==> src/rtl/tamagotchi_pkg.sv <==
// Shared definitions for the pet-stats datapath: action codes, the action
// input FSM states and a small priority helper.
package tamagotchi_pkg;

  localparam int unsigned ACT_W = 3;
  localparam int unsigned N_ACT = 8;

  localparam logic [ACT_W-1:0] ACT_FEED   = 3'd0;
  localparam logic [ACT_W-1:0] ACT_PLAY   = 3'd1;
  localparam logic [ACT_W-1:0] ACT_HEAL   = 3'd2;
  localparam logic [ACT_W-1:0] ACT_CLEAN  = 3'd3;
  localparam logic [ACT_W-1:0] ACT_SLEEP  = 3'd4;
  localparam logic [ACT_W-1:0] ACT_SOCIAL = 3'd5;
  localparam logic [ACT_W-1:0] ACT_RSVD6  = 3'd6;
  localparam logic [ACT_W-1:0] ACT_RSVD7  = 3'd7;

  typedef enum logic [1:0] {
    IDLE,
    OFFER,
    COOLDOWN
  } state_t;

  // Index of the lowest set request bit (bit 0 has the highest priority).
  function automatic logic [ACT_W-1:0] lowest_set(input logic [N_ACT-1:0] req);
    logic [ACT_W-1:0] idx;
    idx = '0;
    for (int unsigned i = N_ACT; i > 0; i--) begin
      if (req[ACT_W'(i - 1)]) idx = ACT_W'(i - 1);
    end
    return idx;
  endfunction

endpackage

==> src/rtl/button_debounce.sv <==
// One button line: 2-flop synchroniser, 3-sample debounce history taken on
// the shared sample tick, debounced level and a one-cycle rising-edge pulse.
module button_debounce (
  input  logic i_clk,
  input  logic i_rst,
  input  logic i_tick,
  input  logic i_btn,
  output logic o_rise
);

  logic       r_sync1;
  logic       r_sync2;
  logic [2:0] r_hist;
  logic       r_level;
  logic       r_level_d;
  logic [2:0] w_hist_next;

  assign w_hist_next = {r_hist[1:0], r_sync2};

  // Synchronise, sample on tick and update the debounced level.
  always_ff @(posedge i_clk) begin
    if (i_rst) begin
      r_sync1   <= 1'b0;
      r_sync2   <= 1'b0;
      r_hist    <= '0;
      r_level   <= 1'b0;
      r_level_d <= 1'b0;
    end else begin
      r_sync1   <= i_btn;
      r_sync2   <= r_sync1;
      r_level_d <= r_level;
      if (i_tick) begin
        r_hist <= w_hist_next;
        if (w_hist_next == 3'b111) r_level <= 1'b1;
        else if (w_hist_next == 3'b000) r_level <= 1'b0;
      end
    end
  end

  assign o_rise = r_level & ~r_level_d;

endmodule

==> src/rtl/action_input.sv <==
// Turns raw buttons into one-at-a-time care actions: debounce, sticky
// pending requests, fixed-priority arbitration, valid/ready offer, cooldown.
module action_input
  import tamagotchi_pkg::*;
#(
  parameter logic [23:0] DEBOUNCE_CYCLES = 24'd250_000,
  parameter logic [23:0] COOLDOWN_CYCLES = 24'd10_000_000
) (
  input  logic             clk,
  input  logic             rst,
  input  logic [N_ACT-1:0] buttons,
  input  logic             action_ready,
  output logic             action_valid,
  output logic [ACT_W-1:0] action_code,
  output logic [N_ACT-1:0] pending,
  output logic             busy,
  output logic             lost
);

  logic [23:0]      r_tick_cnt;
  logic             w_tick;
  logic [N_ACT-1:0] w_rise;
  logic [N_ACT-1:0] r_pending;
  logic [N_ACT-1:0] w_clear;
  logic [N_ACT-1:0] w_pending_next;
  logic             w_lost_hit;
  logic             r_lost;
  logic             w_handshake;
  state_t           r_state;
  state_t           w_state_next;
  logic [ACT_W-1:0] r_code;
  logic [ACT_W-1:0] w_code_next;
  logic [23:0]      r_cool;
  logic [23:0]      w_cool_next;

  assign w_tick = (r_tick_cnt == DEBOUNCE_CYCLES - 24'd1);

  // Shared debounce sample tick counter, wrapping at DEBOUNCE_CYCLES-1.
  always_ff @(posedge clk) begin
    if (rst || w_tick) r_tick_cnt <= '0;
    else               r_tick_cnt <= r_tick_cnt + 24'd1;
  end

  for (genvar g = 0; g < N_ACT; g++) begin : g_btn
    button_debounce u_debounce (
      .i_clk  (clk),
      .i_rst  (rst),
      .i_tick (w_tick),
      .i_btn  (buttons[g]),
      .o_rise (w_rise[g])
    );
  end

  // Handshake is built from registered state only, so ready never reaches valid/code.
  assign w_handshake = (r_state == OFFER) && action_ready;

  // One-hot clear of the action being accepted this cycle.
  always_comb begin
    w_clear = '0;
    if (w_handshake) w_clear[r_code] = 1'b1;
  end

  // A new edge re-arms its bit even if the same bit is being cleared.
  assign w_pending_next = (r_pending & ~w_clear) | w_rise;
  assign w_lost_hit     = |(w_rise & r_pending & ~w_clear);

  // Pending request flags and sticky lost flag.
  always_ff @(posedge clk) begin
    if (rst) begin
      r_pending <= '0;
      r_lost    <= 1'b0;
    end else begin
      r_pending <= w_pending_next;
      if (w_lost_hit) r_lost <= 1'b1;
    end
  end

  // FSM state, offered code and cooldown counter registers.
  always_ff @(posedge clk) begin
    if (rst) begin
      r_state <= IDLE;
      r_code  <= '0;
      r_cool  <= '0;
    end else begin
      r_state <= w_state_next;
      r_code  <= w_code_next;
      r_cool  <= w_cool_next;
    end
  end

  // Next-state, code latch, cooldown load/decrement and status outputs.
  always_comb begin
    w_state_next = r_state;
    w_code_next  = r_code;
    w_cool_next  = r_cool;
    action_valid = 1'b0;
    busy         = 1'b0;
    case (r_state)
      IDLE: begin
        if (|r_pending) begin
          w_state_next = OFFER;
          w_code_next  = lowest_set(r_pending);
        end
      end
      OFFER: begin
        action_valid = 1'b1;
        if (w_handshake) begin
          w_state_next = COOLDOWN;
          w_cool_next  = COOLDOWN_CYCLES - 24'd1;
        end
      end
      COOLDOWN: begin
        busy = 1'b1;
        if (r_cool == '0) w_state_next = IDLE;
        else              w_cool_next  = r_cool - 24'd1;
      end
      default: w_state_next = IDLE;
    endcase
  end

  assign action_code = r_code;
  assign pending     = r_pending;
  assign lost        = r_lost;

endmodule

==> config.mk <==
export PLATFORM = sky130hd
export DESIGN_NAME = action_input
export DESIGN_NICKNAME = d
export VERILOG_FILES = /design/src/rtl/tamagotchi_pkg.sv /design/src/rtl/button_debounce.sv /design/src/rtl/action_input.sv
export SDC_FILE = /design/constraint.sdc
export NUM_CORES = 1
export LEC_CHECK = 0
export ABC_AREA = 1
export CORE_UTILIZATION = 34
export CTS_CLUSTER_SIZE = 20
export DETAILED_ROUTE_END_ITERATION = 7
export PLACE_DENSITY_LB_ADDON = 0.08
export SETUP_SLACK_MARGIN = 0.2
export SLEW_MARGIN = 20
export SYNTH_ARGS = -nofsm -noshare
export SYNTH_HDL_FRONTEND = slang
export SYNTH_SLANG_ARGS = --single-unit
==> constraint.sdc <==
create_clock -name clk -period 1.8 [get_ports clk]
set_input_delay 0.27 -clock clk [delete_from_list [all_inputs] [get_ports clk]]
set_output_delay 0.27 -clock clk [all_outputs]
set_load 0.05 [all_outputs]
======== Word-level counts from Yosys, hierarchy flattened ========
Index checks and enable logic that the tools add are counted.
word-level totals
  bits of input ports ..................... 11
  output and inout bits ................... 14
  logic and storage cells ................. 157
  register bits ........................... 110
operators by class
  order comparisons ....................... 2
  bitwise gates (word level) .............. 21
  multiplexer cells ....................... 36
  add/sub/neg operators ................... 2
  equal/unequal tests ..................... 15
  reductions and logical operators ........ 35
operator list
  operator                                                     number
  2-to-1 mux 24 bit                                            2
  case mux 24 bit (2 select lines)                             1
  adder 24 x 1 -> 24 bit (second input constant)               1
  bitwise AND 8 bit                                            3
  equality test 24 x 18 -> 1 bit (second input constant)       1
  equality test 3 bit (second input constant)                  8
  logical NOT 24 bit                                           1
  logical NOT 3 bit                                            8
  2-to-1 mux 3 bit                                             8
  subtractor 24 x 1 -> 24 bit (second input constant)          1
  2-to-1 mux 1 bit                                             19
  AND reduction 2 bit                                          9
  nonzero test 2 bit                                           9
  OR reduction 8 bit                                           2
  bitwise AND 1 bit                                            8
  2-to-1 mux 8 bit                                             1
  inequality test 2 bit (second input constant)                4
  NOT 1 bit                                                    8
  NOT 8 bit                                                    1
  OR 8 bit                                                     1
  2-to-1 mux 2 bit                                             3
  case mux 2 bit (3 select lines)                              1
  AND reduction 3 bit                                          2
  less-than comparator 3 x 4 -> 1 bit (second input constant)  1
  7 further kinds                                              8

======== Depth between registers and ports, before layout ========
Gate-level depths: netlist of run 1.
  depth in word-level cells ............... 8
  depth in mapped cells ................... 11
  gate-level depth less buffers ........... 11

======== Cells and area by module ========
Synthesis of run 1 repeated with hierarchy kept, for this count alone.
unflattened totals
  cells, all modules ...................... 782
  area total of the unflattened synthesis .. 5411.4 sq um
modules (own cells, without submodules)
  module           instances  area each (sq um)  seq. area each (sq um)  cells each
  action_input     1          3679.8             1241.2                  550
  button_debounce  8          216.5              120.1                   29

======== Worst setup path after synthesis of run 1 ========
OpenSTA, ideal clock, no wires.
  path type ............................... register to register
  start ................................... register r_state[1]
  end ..................................... register r_cool[4]
  required time ........................... 1668 ps
  stages on the path, launching flop included .. 7
  buffers on the path ..................... 1
  arrival time ............................ 1609 ps
  clock period less this slack ............ 1741 ps
  slack ................................... 59 ps
  setup time .............................. 132 ps
  cell sequence ........................... dfxtp_1 -> inv_1 -> nor2_2 -> clkbuf_1 -> nand3_1 -> nand2_1 -> a21oi_2
between the ends
  cells in the longest elaborated chain, start to end .. 4
  elaborated cells between the ends (all ways) .. 8
  those cells by class .................... 4 x eq/ne; 1 x mux; 3 x reduce/logical
ends and longest elaborated chain
  element                                 line                                    source
  start: declaration                      action_input.sv:29                      state_t r_state;
  start signal: assignment                action_input.sv:85                      r_state <= w_state_next;
  equality test 2 x 1 -> 1 bit            action_input.sv:55, action_input.sv:98
  logical AND 1 bit                       action_input.sv:55                      assign w_handshake = (r_state == OFFER) && action_ready;
  inequality test 2 bit (no source line)  --
  AND reduction 3 bit (no source line)    --
  end signal: assignment                  action_input.sv:87                      r_cool <= w_cool_next;
  end: declaration                        action_input.sv:33                      logic [23:0] r_cool;
Several ways; a longest one is shown, not always the timed one.
A chain may end at the register's enable or synchronous reset.

======== Final worst setup path of run 1 ========
  start ................................... register r_tick_cnt[16]
  end ..................................... register g_btn[4].u_debounce.r_hist[0]
between the ends
  cells in the longest elaborated chain, start to end .. 1
ends and longest elaborated chain
  element                         line                   source
  start: declaration              action_input.sv:20     logic [23:0] r_tick_cnt;
  start signal: assignment        action_input.sv:41     else r_tick_cnt <= r_tick_cnt + 24'd1;
  equality test 24 x 18 -> 1 bit  action_input.sv:36     assign w_tick = (r_tick_cnt == DEBOUNCE_CYCLES - 24'd1);
  end signal: assignment          button_debounce.sv:33  r_hist <= w_hist_next;
  end: declaration                button_debounce.sv:13  logic [2:0] r_hist;
No other way between the ends.

==> summary.md, run 1 <==
| Metric | Value |
|---|---|
| Htree depth | 3 |
| Status | finished clean |
| Psw | 1.08 mW |
| Die area | 16300 um2 |
| Synth Area in Simple Gates | 0.353 |
| Synth area leader | dfxtp_1 |
| Crit path time final | 1570 ps |
| Clock share of power | 0.464 |
| Reg2reg setup slack | 230 ps |
| Total gr overflow | 0 |
| Worst min-delay path class | primary input to flip-flop |
| Worst-path fanout max | 8 |
| Yosys cell types | 34 |
| Worst-Skew Late Latency | 360 ps |
| Seq/Total Area, Yosys | 0.411 |
| Max clock buf depth | 2 |
| Final setup fails | 0 |
| Setup crit start kind | flip-flop |
| Share of cells above drive strength 1 | 0.215 |
| Mux cell area share after synthesis | 0 |
| Core ar. | 15300 um2 |
| Max frequency | 0.635 GHz |
| Final ANT Viol Nets | 0 |
| Placed insts | 1007 |
| R2r startpoint | r_tick_cnt[16] |
| Synthesis-to-layout area growth | 26.7% |
| Die W | 128 um |
| Static leakage | 2.79 nW |
| CTS buffer count | 9 |
| Routed WL | 13400 um |
| Via density | 4.80 |
| Crit end category | flip-flop |
| Worst-path clk slew | 80 ps |
| Clock root buffer | clkbuf_16 |
| Clock sinks | 110 |
| Maxcap violations | 0 |
| Fillers | 1603 |
| Largest family of logic cells by synthesized area | simple AND/OR/NAND/NOR gates |
| Die height | 128 um |
| First-pass GRT wire length | 22000 um |
| Fin nets | 843 |
| Hold-critical path depth | 3 |
| FF+latch area | 2220 um2 |
| Power per Cell Area | 719 nW/um2 |
| Routed vias | 5017 |
| Final GP Congestion | 0.804 |
| XOR/XNOR Fraction of Synth Area | 0.0147 |
| Final Hold Fails | 0 |
| Post-synthesis compound-gate area fraction | 0.112 |
| Combinational power share | 0.031 |
| Reg2reg path depth | 8 |
| Yosys reg bits | 110 |
| Post-Syn Nets | 784 |
| Final design utilization | 0.443 |
| Asr flop ratio synth | 0 |
| Switching part of the total | 0.221 |
| Clock skew | 10.4 ps |
| Post-synth EDFFs | 0 |
| Seq pwr share | 0.505 |
| Gr usage total | 0.169 |
| Largest net degree at the start of global routing | 62 |
| Maximum vdd drop | 585 uV |
| Row Count | 45 |
| Drt pass-1 iters | 5 |
| Post-synthesis adder-cell area fraction | 0.00701 |
| CP required | 2050 ps |
| Vias in the first global route | 4732 |
| TNS Setup | 0 ps |
| Int Power | 3.80 mW |
| RSZ-0062 raised after global routing | true |
| Critical path data arrival time | 1820 ps |
| Post-synth top flop | dfxtp_1 |
| I/O Pins | 25 |
| Slew headroom | 0.675 |
| Area of the multi-input gates | 2840 um2 |
| Post-route clock period utilization | 0.874 |
| Initial DRC Count | 231 |
| Port Buffers | 24 |
| CTS tree | yes |
| Antenna Cells | 0 |
| Starting density of the core | 0.350 |
| Share of the synthesized area in the top cell type | 0.411 |
| Post-Syn Area | 5360 um2 |
| Hold Path End | r_cool[14] |
| WS Path Type | flip-flop to flip-flop |
| Ys Warns | 0 |
| Post-Syn Instances | 770 |
| RR Endpoint | g_btn[4].u_debounce.r_hist[0] |
| Worst hold start | rst |
| Residual DRC | 0 |
| Non-filler instance count after layout | 1045 |
| Max Slew Vio Count | 0 |
| Worst-Margin Slew | 489 ps |
| Avg Cell Area, Syn | 6.96 um2 |
| Hpwl dp | 9110 um |
| Routed len/inst | 12.8 um |
| Area contributors post-synth | dfxtp_1 41%, nor2_1 8.5%, inv_1 7.8%, nand2_1 7.8%, a21oi_1 7.0% |
| Initial antenna violation count | 0 |
power groups by stage:
stage | Clock, mW | Sequential (mW) | Combinational (mW)
floorplan | 0 | 2.52 | 0.0748
global placement | 0 | 2.52 | 0.126
detailed placement | 0 | 2.52 | 0.127
CTS | 2.34 | 2.47 | 0.135
global route | 2.44 | 2.47 | 0.167
finish | 2.26 | 2.47 | 0.150
cell usage after synthesis (3+ instances only):
library cell / number
a21oi_1: 75
a21oi_2: 6
buf_2: 6
clkbuf_1: 10
dfxtp_1: 110
ha_1: 3
inv_1: 112
nand2_1: 112
nand2_2: 12
nand3_1: 71
nand4_1: 28
nor2_1: 122
nor2_2: 9
nor2_4: 5
nor3_1: 20
o21ai_0: 30
or2_0: 3
or2_2: 7
xor2_1: 7
layer usage:
metal  track usage  up-vias  routed length (um)
met5             0        -                   0
met4        0.0525        0                 218
met3        0.0381       14                 512
met2         0.286       87                6240
met1         0.214     2321                6420
li1              -     2595                   -
worst max-delay path by stage:
| stage | from | endpoint | slack, ps | cells past startpoint |
|---|---|---|---|---|
| after detailed placement | action_ready | lost | 80 | 9 |
| after global routing | r_cool[4] | r_cool[18] | 140 | 10 |
| after CTS | r_cool[6] | r_cool[17] | 200 | 9 |
| after floorplan | pending[6] | action_code[0] | 260 | 5 |
| final | r_tick_cnt[16] | g_btn[4].u_debounce.r_hist[0] | 230 | 8 |
| after global placement | action_ready | lost | 120 | 9 |
kinds of logic after synthesis:
group	Yosys count
xor gates and xnor gates	9
DFF	110
adders and majority gates	3
buffers and inverters	135
AOI/OAI and AO/OA	114
and+or+nand+nor	399
registers in the layout, indices dropped and copies added, names as in the netlist, 2 cells and up:
register	cells
r_cool	24
g_btn.u_debounce.r_sync2	8
g_btn.u_debounce.r_sync1	8
g_btn.u_debounce.r_level	8
pending	8
r_tick_cnt	24
r_state	2
g_btn.u_debounce.r_level_d	8
g_btn.u_debounce.r_hist	16
action_code	3
placed cells by master (no fill, tap or decap), types with 3 or more instances in the layout:
| master | instances |
|---|---|
| a21oi_1 | 75 |
| a21oi_2 | 6 |
| buf_12 | 6 |
| buf_4 | 42 |
| clkbuf_16 | 11 |
| clkdlybuf4s50_1 | 9 |
| dfxtp_1 | 99 |
| dfxtp_2 | 9 |
| inv_1 | 107 |
| inv_2 | 5 |
| nand2_1 | 104 |
| nand2_2 | 15 |
| nand2_4 | 7 |
| nand3_1 | 64 |
| nand3_2 | 6 |
| nand3_4 | 3 |
| nand4_1 | 28 |
| nor2_1 | 107 |
| nor2_2 | 19 |
| nor2_4 | 10 |
| nor3_1 | 17 |
| nor3_2 | 3 |
| o21ai_0 | 17 |
| o21ai_1 | 11 |
| or2_0 | 3 |
| or2_2 | 7 |
| xor2_1 | 7 |
metrics by stage:
| step | setup slack [ps] | instance area [um2] | power (mW) | hold WS (ps) |
|---|---|---|---|---|
| 3_5_place_dp | 82.1 | 5940 | 2.65 | 402 |
| 4_1_cts | 204 | 6400 | 4.94 | 408 |
| 2_1_floorplan | 257 | 5360 | 2.59 | 377 |
| 6_report | 226 | 6790 | 4.88 | 404 |
| 3_3_place_gp | 117 | 5940 | 2.65 | 397 |
| 5_1_grt | 139 | 6790 | 5.08 | 417 |
critical path, cell delays in order, from the launching register on:
cell     delay, ps
dfxtp_2        370
nand2_2         70
nor2_2         130
nand4_1        220
nor2_4         180
nand2_4        120
buf_8          180
o21ai_0        140
a21oi_1         60
timing repair:
action,in CTS,in global routing
gates cloned,2,3
hold buffers,0,0
buffers inserted,3,14
resized for setup,25,70
endpoints found under the setup margin,46,62
pin swaps,2,17
layout make-up:
cell class | instances | share of cell area
multi-input combinational | 526 | 0.418
timing repair inverter | 1 | 0.000922
clock buffer | 10 | 0.0352
tap | 211 | 0.0389
sequential | 110 | 0.327
inverter | 115 | 0.0656
timing repair buffer | 66 | 0.0986
clock inverter | 6 | 0.0153
Power figures use the tool's default switching activity.
==> run 2: changes to the inputs <==
--- a/config.mk
+++ b/config.mk
@@ -5,12 +5,15 @@
 export SDC_FILE = /design/constraint.sdc
 export NUM_CORES = 1
 export LEC_CHECK = 0
-export ABC_AREA = 1
+export ABC_AREA = 0
+export CELL_PAD_IN_SITES_DETAIL_PLACEMENT = 1
+export CELL_PAD_IN_SITES_GLOBAL_PLACEMENT = 1
 export CORE_UTILIZATION = 34
 export CTS_CLUSTER_SIZE = 20
 export DETAILED_ROUTE_END_ITERATION = 7
 export PLACE_DENSITY_LB_ADDON = 0.08
 export SETUP_SLACK_MARGIN = 0.2
+export SKIP_CTS_REPAIR_TIMING = 1
 export SLEW_MARGIN = 20
 export SYNTH_ARGS = -nofsm -noshare
 export SYNTH_HDL_FRONTEND = slang
==> run 2 against run 1 <==
Against the previous run:
- the flow now finishes with violations (setup timing)
- register-to-register slack worse by 690 ps
- via count is 18% lower
- utilization increased by 8.9 points
- synthesized cell count decreased by 36%
- first-iteration DRC count decreased by 44%
- die area fell by 15%
- final cell count fell by 23%
- worst hold slack worse by 220 ps
- wire length decreased by 5.2%
- clock skew is 0.51 ps higher
- total power is 5.4% lower
- critical path depth is 1 lower
- critical path type unchanged
- critical endpoint is now r_cool[5]
==> summary.md, run 2 <==
| Metric | Value |
|---|---|
| Crit path time final | 2270 ps (+695 ps) |
| Hold WS | 182 ps (-222 ps) |
| Synth Area in Simple Gates | 0.249 (-0.104) |
| Core ar. | 12800 um2 (-16%) |
| Share of cells above drive strength 1 | 0.379 (+0.164) |
| Status | complete, but fails checks |
| Gr usage total | 0.173 (+0.00362) |
| Final design utilization | 0.532 (+0.0887) |
| Fillers | 1406 (-12%) |
| Int Power | 3.61 mW (-4.9%) |
| Via density | 5.17 (+7.6%) |
| Final setup fails | 73 (+73) |
| XOR/XNOR Fraction of Synth Area | 0.0499 (+0.0352) |
| Commonest non-fill, non-tap cell in the layout | buf_4 |
| Slew headroom | 0.642 (-0.0333) |
| Post-Syn Instances | 495 (-36%) |
| Reg2reg setup slack | -470 ps (-690 ps) |
| Hpwl dp | 8090 um (-11%) |
| Clock sinks | 110 (unchanged) |
| Routed vias | 4133 (-18%) |
| Switching part of the total | 0.217 (-0.00455) |
| Die height | 118 um (-7.6%) |
| Synthesis-to-layout area growth | 49.5% |
| Htree depth | 3 (unchanged) |
| Worst hold start | rst |
| Post-synth top flop | dfxtp_1 |
| Post-synthesis compound-gate area fraction | 0.143 (+0.0313) |
| Post-synth EDFFs | 0 (unchanged) |
| Residual DRC | 0 (unchanged) |
| Final Worst Setup Slack | -469 ps (-695 ps) |
| Critical path data arrival time | 2540 ps (+720 ps) |
| Clock skew | 10.9 ps (+0.515 ps) |
| Mux cell area share after synthesis | 0.0351 (+0.0351) |
| TNS Setup | -17180 ps (-17180 ps) |
| Final GP Congestion | 0.773 (-3.8%) |
| Largest net degree at the start of global routing | 32 (-48%) |
| I/O Pins | 25 (unchanged) |
| Post-Syn Area | 4560 um2 (-15%) |
| Avg Cell Area, Syn | 9.22 um2 (+32%) |
| First-pass GRT wire length | 19400 um (-12%) |
| Tot Pwr | 4.62 mW (-5.4%) |
| Ys Warns | 0 (unchanged) |
| Power per Cell Area | 677 nW/um2 (-5.9%) |
| Vias in the first global route | 4023 (-15%) |
| Initial antenna violation count | 0 (unchanged) |
| Hold-critical path depth | 2 (-1) |
| Clock share of power | 0.431 (-0.033) |
| Drt pass-1 iters | 4 (-1) |
| Worst-path clk slew | 70 ps (about the same) |
| Routed WL | 12700 um (-5.2%) |
| Worst min-delay path class | primary input to flip-flop |
| Post-Syn Nets | 509 (-35%) |
| Commonest cells post-synth | 110 x dfxtp_1, 67 x nor2_1, 27 x a21oi_1 |
| CP required | 2070 ps (+20 ps) |
| Maxcap violations | 0 (unchanged) |
| Yosys reg bits | 110 (unchanged) |
| CTS tree | yes |
| Clock root buffer | clkbuf_16 |
| Synth area leader | dfxtp_1 |
| Final ANT Viol Nets | 0 (unchanged) |
| R2r startpoint | r_cool[8] |
| Total gr overflow | 0 (unchanged) |
| Regs by FF count | r_cool (24), r_tick_cnt (24), g_btn.u_debounce.r_hist (16) |
| Post-synthesis adder-cell area fraction | 0.00823 (+0.00122) |
| Combinational power share | 0.034 (+0.003) |
| Asr flop ratio synth | 0 (unchanged) |
| WS Path Type | flip-flop to flip-flop |
| Placed insts | 758 (-25%) |
| Failing checks | setup timing |
| DP Area | 5670 um2 (-4.5%) |
| Antenna Cells | 0 (unchanged) |
| Die W | 118 um (-7.6%) |
| RR Endpoint | r_cool[5] |
| Final Hold Fails | 0 (unchanged) |
| Worst-Margin Slew | 533 ps (+43.2 ps) |
| Maximum vdd drop | 702 uV (+20%) |
| Seq/Total Area, Yosys | 0.483 (+0.0716) |
| Max clock buf depth | 2 (unchanged) |
| Die area | 13900 um2 (-15%) |
| Largest family of logic cells by synthesized area | simple AND/OR/NAND/NOR gates |
| Max Slew Vio Count | 0 (unchanged) |
| Most frequent cells in the layout | 94 x buf_4, 91 x dfxtp_1, 46 x nor2_1 |
| Port Buffers | 24 (unchanged) |
| Starting density of the core | 0.356 (+0.00595) |
| Non-filler instance count after layout | 800 (-23%) |
| Routed len/inst | 15.9 um (+24%) |
| RSZ-0062 raised after global routing | true |
| Worst-path fanout max | 8 (unchanged) |
| Psw | 1.00 mW (-7.4%) |
| Seq pwr share | 0.535 (+0.030) |
| Area contributors post-synth | dfxtp_1 48%, nor2_1 5.5%, nor2b_1 3.6%, mux2i_1 3.5%, a21oi_1 3.0% |
| CTS buffer count | 9 (unchanged) |
| Post-route clock period utilization | 1.26 (+0.386) |
| Worst-Skew Late Latency | 350 ps (about the same) |
| DP Worst Slack | -484 ps (-567 ps) |
| Static leakage | 2.53 nW (-9.3%) |
| Fin nets | 638 (-24%) |
| Hold Path End | g_btn[6].u_debounce.r_hist[0] |
| Setup crit start kind | flip-flop |
| Count leader, synth | dfxtp_1 |
| Yosys cell types | 54 (+59%) |
| Share of the synthesized area in the top cell type | 0.483 (+0.0716) |
| Crit end category | flip-flop |
| Row Count | 41 (-8.9%) |
| Max frequency | 0.441 GHz (-31%) |
| Design area | 6820 um2 (+0.50%) |
| Reg2reg path depth | 7 (-1) |
| Initial DRC Count | 129 (-44%) |
## run 2: power groups by stage
stage | clock [mW] | sequential, mW | combinational, mW
2_1_floorplan | 0 | 2.52 | 0.0639
3_3_place_gp | 0 | 2.52 | 0.119
3_5_place_dp | 0 | 2.52 | 0.122
4_1_cts | 2.06 | 2.47 | 0.123
5_1_grt | 2.13 | 2.47 | 0.172
6_report | 1.99 | 2.47 | 0.156
## run 2: worst max-delay path, cell delays in order (launching register included)
cell      delay, ps
dfxtp_2         320
or4_4           560
or4_4           570
buf_8           180
nor2_4          130
buf_6           150
nor2_4           40
a311oi_2        240
## run 2: routing by layer
| layer | GRT usage | vias to the layer above | routed length (um) |
|---|---|---|---|
| met2 | 0.299 | 29 | 6510 |
| met4 | 0.0433 | 0 | 135 |
| met3 | 0.0441 | 13 | 330 |
| li1 | - | 2048 | - |
| met5 | 0 | - | 0 |
| met1 | 0.213 | 2043 | 5730 |
## run 2: area by class of cell
type	instances	area (um2)	area share
clock buffers	11	233	0.0341
clock inverters	4	55.1	0.00807
inverters	10	38.8	0.00569
multi-input cells	352	2720	0.399
flip-flops and latches	110	2230	0.326
well taps	172	215	0.0316
repair buffers	141	1330	0.195
## run 2: cells by family (layout without fill, tap and decap cells)
| logic type | after synthesis | in the layout |
|---|---|---|
| buf+inv | 33 | 166 |
| flops | 110 | 110 |
| xor+xnor | 26 | 26 |
| fa+ha+maj | 3 | 3 |
| simple gates | 212 | 212 |
| mux | 16 | 16 |
| compound gates | 95 | 95 |
## run 2: worst max path at each step
stage	cells after the start	from	end	slack [ps]
floorplan	8	r_cool[8]	r_cool[5]	-510
global placement	6	r_cool[13]	r_cool[15]	-470
detailed placement	6	r_cool[13]	r_cool[15]	-480
CTS	7	r_cool[13]	r_cool[1]	-500
global route	6	r_cool[8]	r_cool[20]	-540
finish	7	r_cool[8]	r_cool[5]	-470
==> run 3: changes to the inputs <==
--- a/config.mk
+++ b/config.mk
@@ -8,7 +8,8 @@
 export ABC_AREA = 0
 export CELL_PAD_IN_SITES_DETAIL_PLACEMENT = 1
 export CELL_PAD_IN_SITES_GLOBAL_PLACEMENT = 1
-export CORE_UTILIZATION = 34
+export CORE_MARGIN = 3
+export CORE_UTILIZATION = 46
 export CTS_CLUSTER_SIZE = 20
 export DETAILED_ROUTE_END_ITERATION = 7
 export PLACE_DENSITY_LB_ADDON = 0.08
==> run 3 against run 2 <==
Against the previous run:
- the run still ends with setup timing left
- non-clock buffer count is 2 lower
- clock skew rose by 2.2 ps
- first-iteration DRC count up 110%
- sequential share of layout area increased by 0.80 points
- sequential cell count unchanged
- worst hold slack improved by 120 ps
- clock power down 22%
- die area fell by 20%
- register-to-register slack worse by 270 ps
- via count is 11% higher
- global-route usage increased by 5.1 points
- wire length increased by 44%
- critical endpoint is now r_cool[20]
- highest routed layer unchanged
==> summary.md, run 3 (synthesis gave the netlist of run 2 again) <==
| Metric | Value |
|---|---|
| Clock root buffer | clkbuf_8 |
| I/O Pins | 25 (unchanged) |
| Antenna Cells | 0 (unchanged) |
| Met1 WL | 7360 um (+29%) |
| Maximum vdd drop | 460 uV (-34%) |
| Maxcap violations | 0 (unchanged) |
| Max clock buf depth | 2 (unchanged) |
| Htree depth | 3 (unchanged) |
| Largest net degree at the start of global routing | 60 (+88%) |
| CTS buffer count | 9 (unchanged) |
| Final setup fails | 73 (unchanged) |
| TNS Setup | -23160 ps (-5970 ps) |
| Post-route clock period utilization | 1.41 (+0.148) |
| Core ar. | 9460 um2 (-26%) |
| Die area | 11100 um2 (-20%) |
| Met3 routed WL | 861 um (+160%) |
| Worst-Margin Slew | 548 ps (+15.1 ps) |
| First-pass GRT wire length | 20600 um (+5.9%) |
| Design area | 6660 um2 (-2.3%) |
| Max Used Layer | met4 |
| Max frequency | 0.394 GHz (-10%) |
| Initial DRC Count | 273 (+110%) |
| Tot Pwr | 4.20 mW (-9.0%) |
| Crit-path cells | or4_1, buf_4, nor4_2, nand3_1, or4_1, a31oi_1 |
| Worst stage delay on the critical path | 600 ps (+30 ps) |
| Commonest non-fill, non-tap cell in the layout | dfxtp_1 |
| Most frequent cells in the layout | 92 x dfxtp_1, 86 x buf_4, 47 x nor2_1 |
| Residual DRC | 0 (unchanged) |
| Slew headroom | 0.634 (-0.00739) |
| Fin nets | 636 (-0.31%) |
| Critical path data arrival time | 2850 ps (+310 ps) |
| Worst min-delay path class | primary input to flip-flop |
| Starting density of the core | 0.482 (+0.127) |
| Port Buffers | 24 (unchanged) |
| Vias in the first global route | 4316 (+7.3%) |
| Met2 wire len | 9330 um (+43%) |
| Max Slew Vio Count | 0 (unchanged) |
| Power per Cell Area | 630 nW/um2 (-6.8%) |
| Most used cell, CP | or4_1 |
| DP Worst Slack | -643 ps (-159 ps) |
| Hpwl dp | 8360 um (+3.3%) |
| Drt pass-1 iters | 5 (+1) |
| Final Hold Fails | 0 (unchanged) |
| Clock skew | 13.1 ps (+2.20 ps) |
| Final GP Congestion | 0.838 (+8.5%) |
| Row Count | 35 (-15%) |
| Regs by FF count | r_cool (24), r_tick_cnt (24), g_btn.u_debounce.r_hist (16) |
| Total gr overflow | 0 (unchanged) |
| Routed vias | 4583 (+11%) |
| Routed len/inst | 24.2 um (+52%) |
| Share of cells above drive strength 1 | 0.370 (-0.00896) |
| Worst-path fanout max | 5 (-3) |
| Crit end category | flip-flop |
| Setup crit start kind | flip-flop |
| Static leakage | 2.49 nW (-1.7%) |
| Final ANT Viol Nets | 0 (unchanged) |
| Clock sinks | 110 (unchanged) |
| WS Path Type | flip-flop to flip-flop |
| Final Worst Setup Slack | -735 ps (-266 ps) |
| Gr usage total | 0.224 (+0.0511) |
| Initial antenna violation count | 0 (unchanged) |
| Failing checks | setup timing |
| DP Area | 5620 um2 (-0.99%) |
| Via density | 6.06 (+17%) |
| Worst-Skew Late Latency | 400 ps (+50 ps) |
| R2r startpoint | r_cool[10] |
| Worst hold start | rst |
| Slowest CP cell | or4_1 |
| Crit path time final | 2530 ps (+266 ps) |
| Die height | 106 um (-10%) |
| CP required | 2110 ps (+40 ps) |
| Worst setup path start | r_cool[10] |
| Hold WS | 301 ps (+119 ps) |
| Worst-path clk slew | 120 ps (+50 ps) |
| Status | complete, but fails checks |
| Synthesis-to-layout area growth | 46.0% |
| Routed WL | 18300 um (+44%) |
| RSZ-0062 raised after global routing | true |
| CTS tree | yes |
| Die W | 106 um (-10%) |
==> run 3: changes by cell type in the layout (fill, tap and decap cells not counted), moves of 3 or more <==
cell       change
clkbuf_8       +9
buf_4          -8
clkbuf_16      -8
buf_6          +5
a31oi_1        -3
nor2_4         -3
o21ai_0        +3
==> run 3: cell type report <==
type | count | area (um2)
Inverter | 10 | 42.5
Fill cell | 986 | 2800
Tap cell | 129 | 161
Clock buffer | 9 | 124
Sequential cell | 110 | 2230
Clock inverter | 7 | 77.6
Timing Repair Buffer | 139 | 1360
Multi-Input combinational cell | 352 | 2670
==> run 3: power breakdown <==
part	internal [mW]	leakage (nW)	total, mW	switching (mW)
combinational	0.0773	1.49	0.167	0.0899
sequential	2.45	0.899	2.47	0.0187
clock	0.550	0.0979	1.56	1.01
total	3.08	2.49	4.20	1.12
==> run 3: routing by layer <==
metal  vias to the layer above  track usage
met2                       179        0.394
li1                       2046            -
met5                         -            0
met3                        64       0.0331
met4                         0       0.0722
met1                      2294        0.282
==> run 3: stage by stage <==
step / std cells / util
2_1_floorplan: 495 / -
3_3_place_gp: 713 / 0.594
3_5_place_dp: 713 / 0.594
4_1_cts: 729 / 0.615
5_1_grt: 756 / 0.704
6_report: 756 / 0.704
==> run 3: critical path, delay by kind of cell (launching register included) <==
family / cells / cell delay, ps
compound gates: 1 / 210
buf+inv: 1 / 200
flops: 1 / 330
simple gates: 4 / 1720
==> run 3: final timing paths <==
path              cells after the start                            end  slack (ps)
setup / recovery                      6                     r_cool[20]        -730
hold reg to reg                       1    g_btn[5].u_debounce.r_sync2         470
setup reg to reg                      6                     r_cool[20]        -730
hold / removal                        2  g_btn[6].u_debounce.r_hist[0]         300
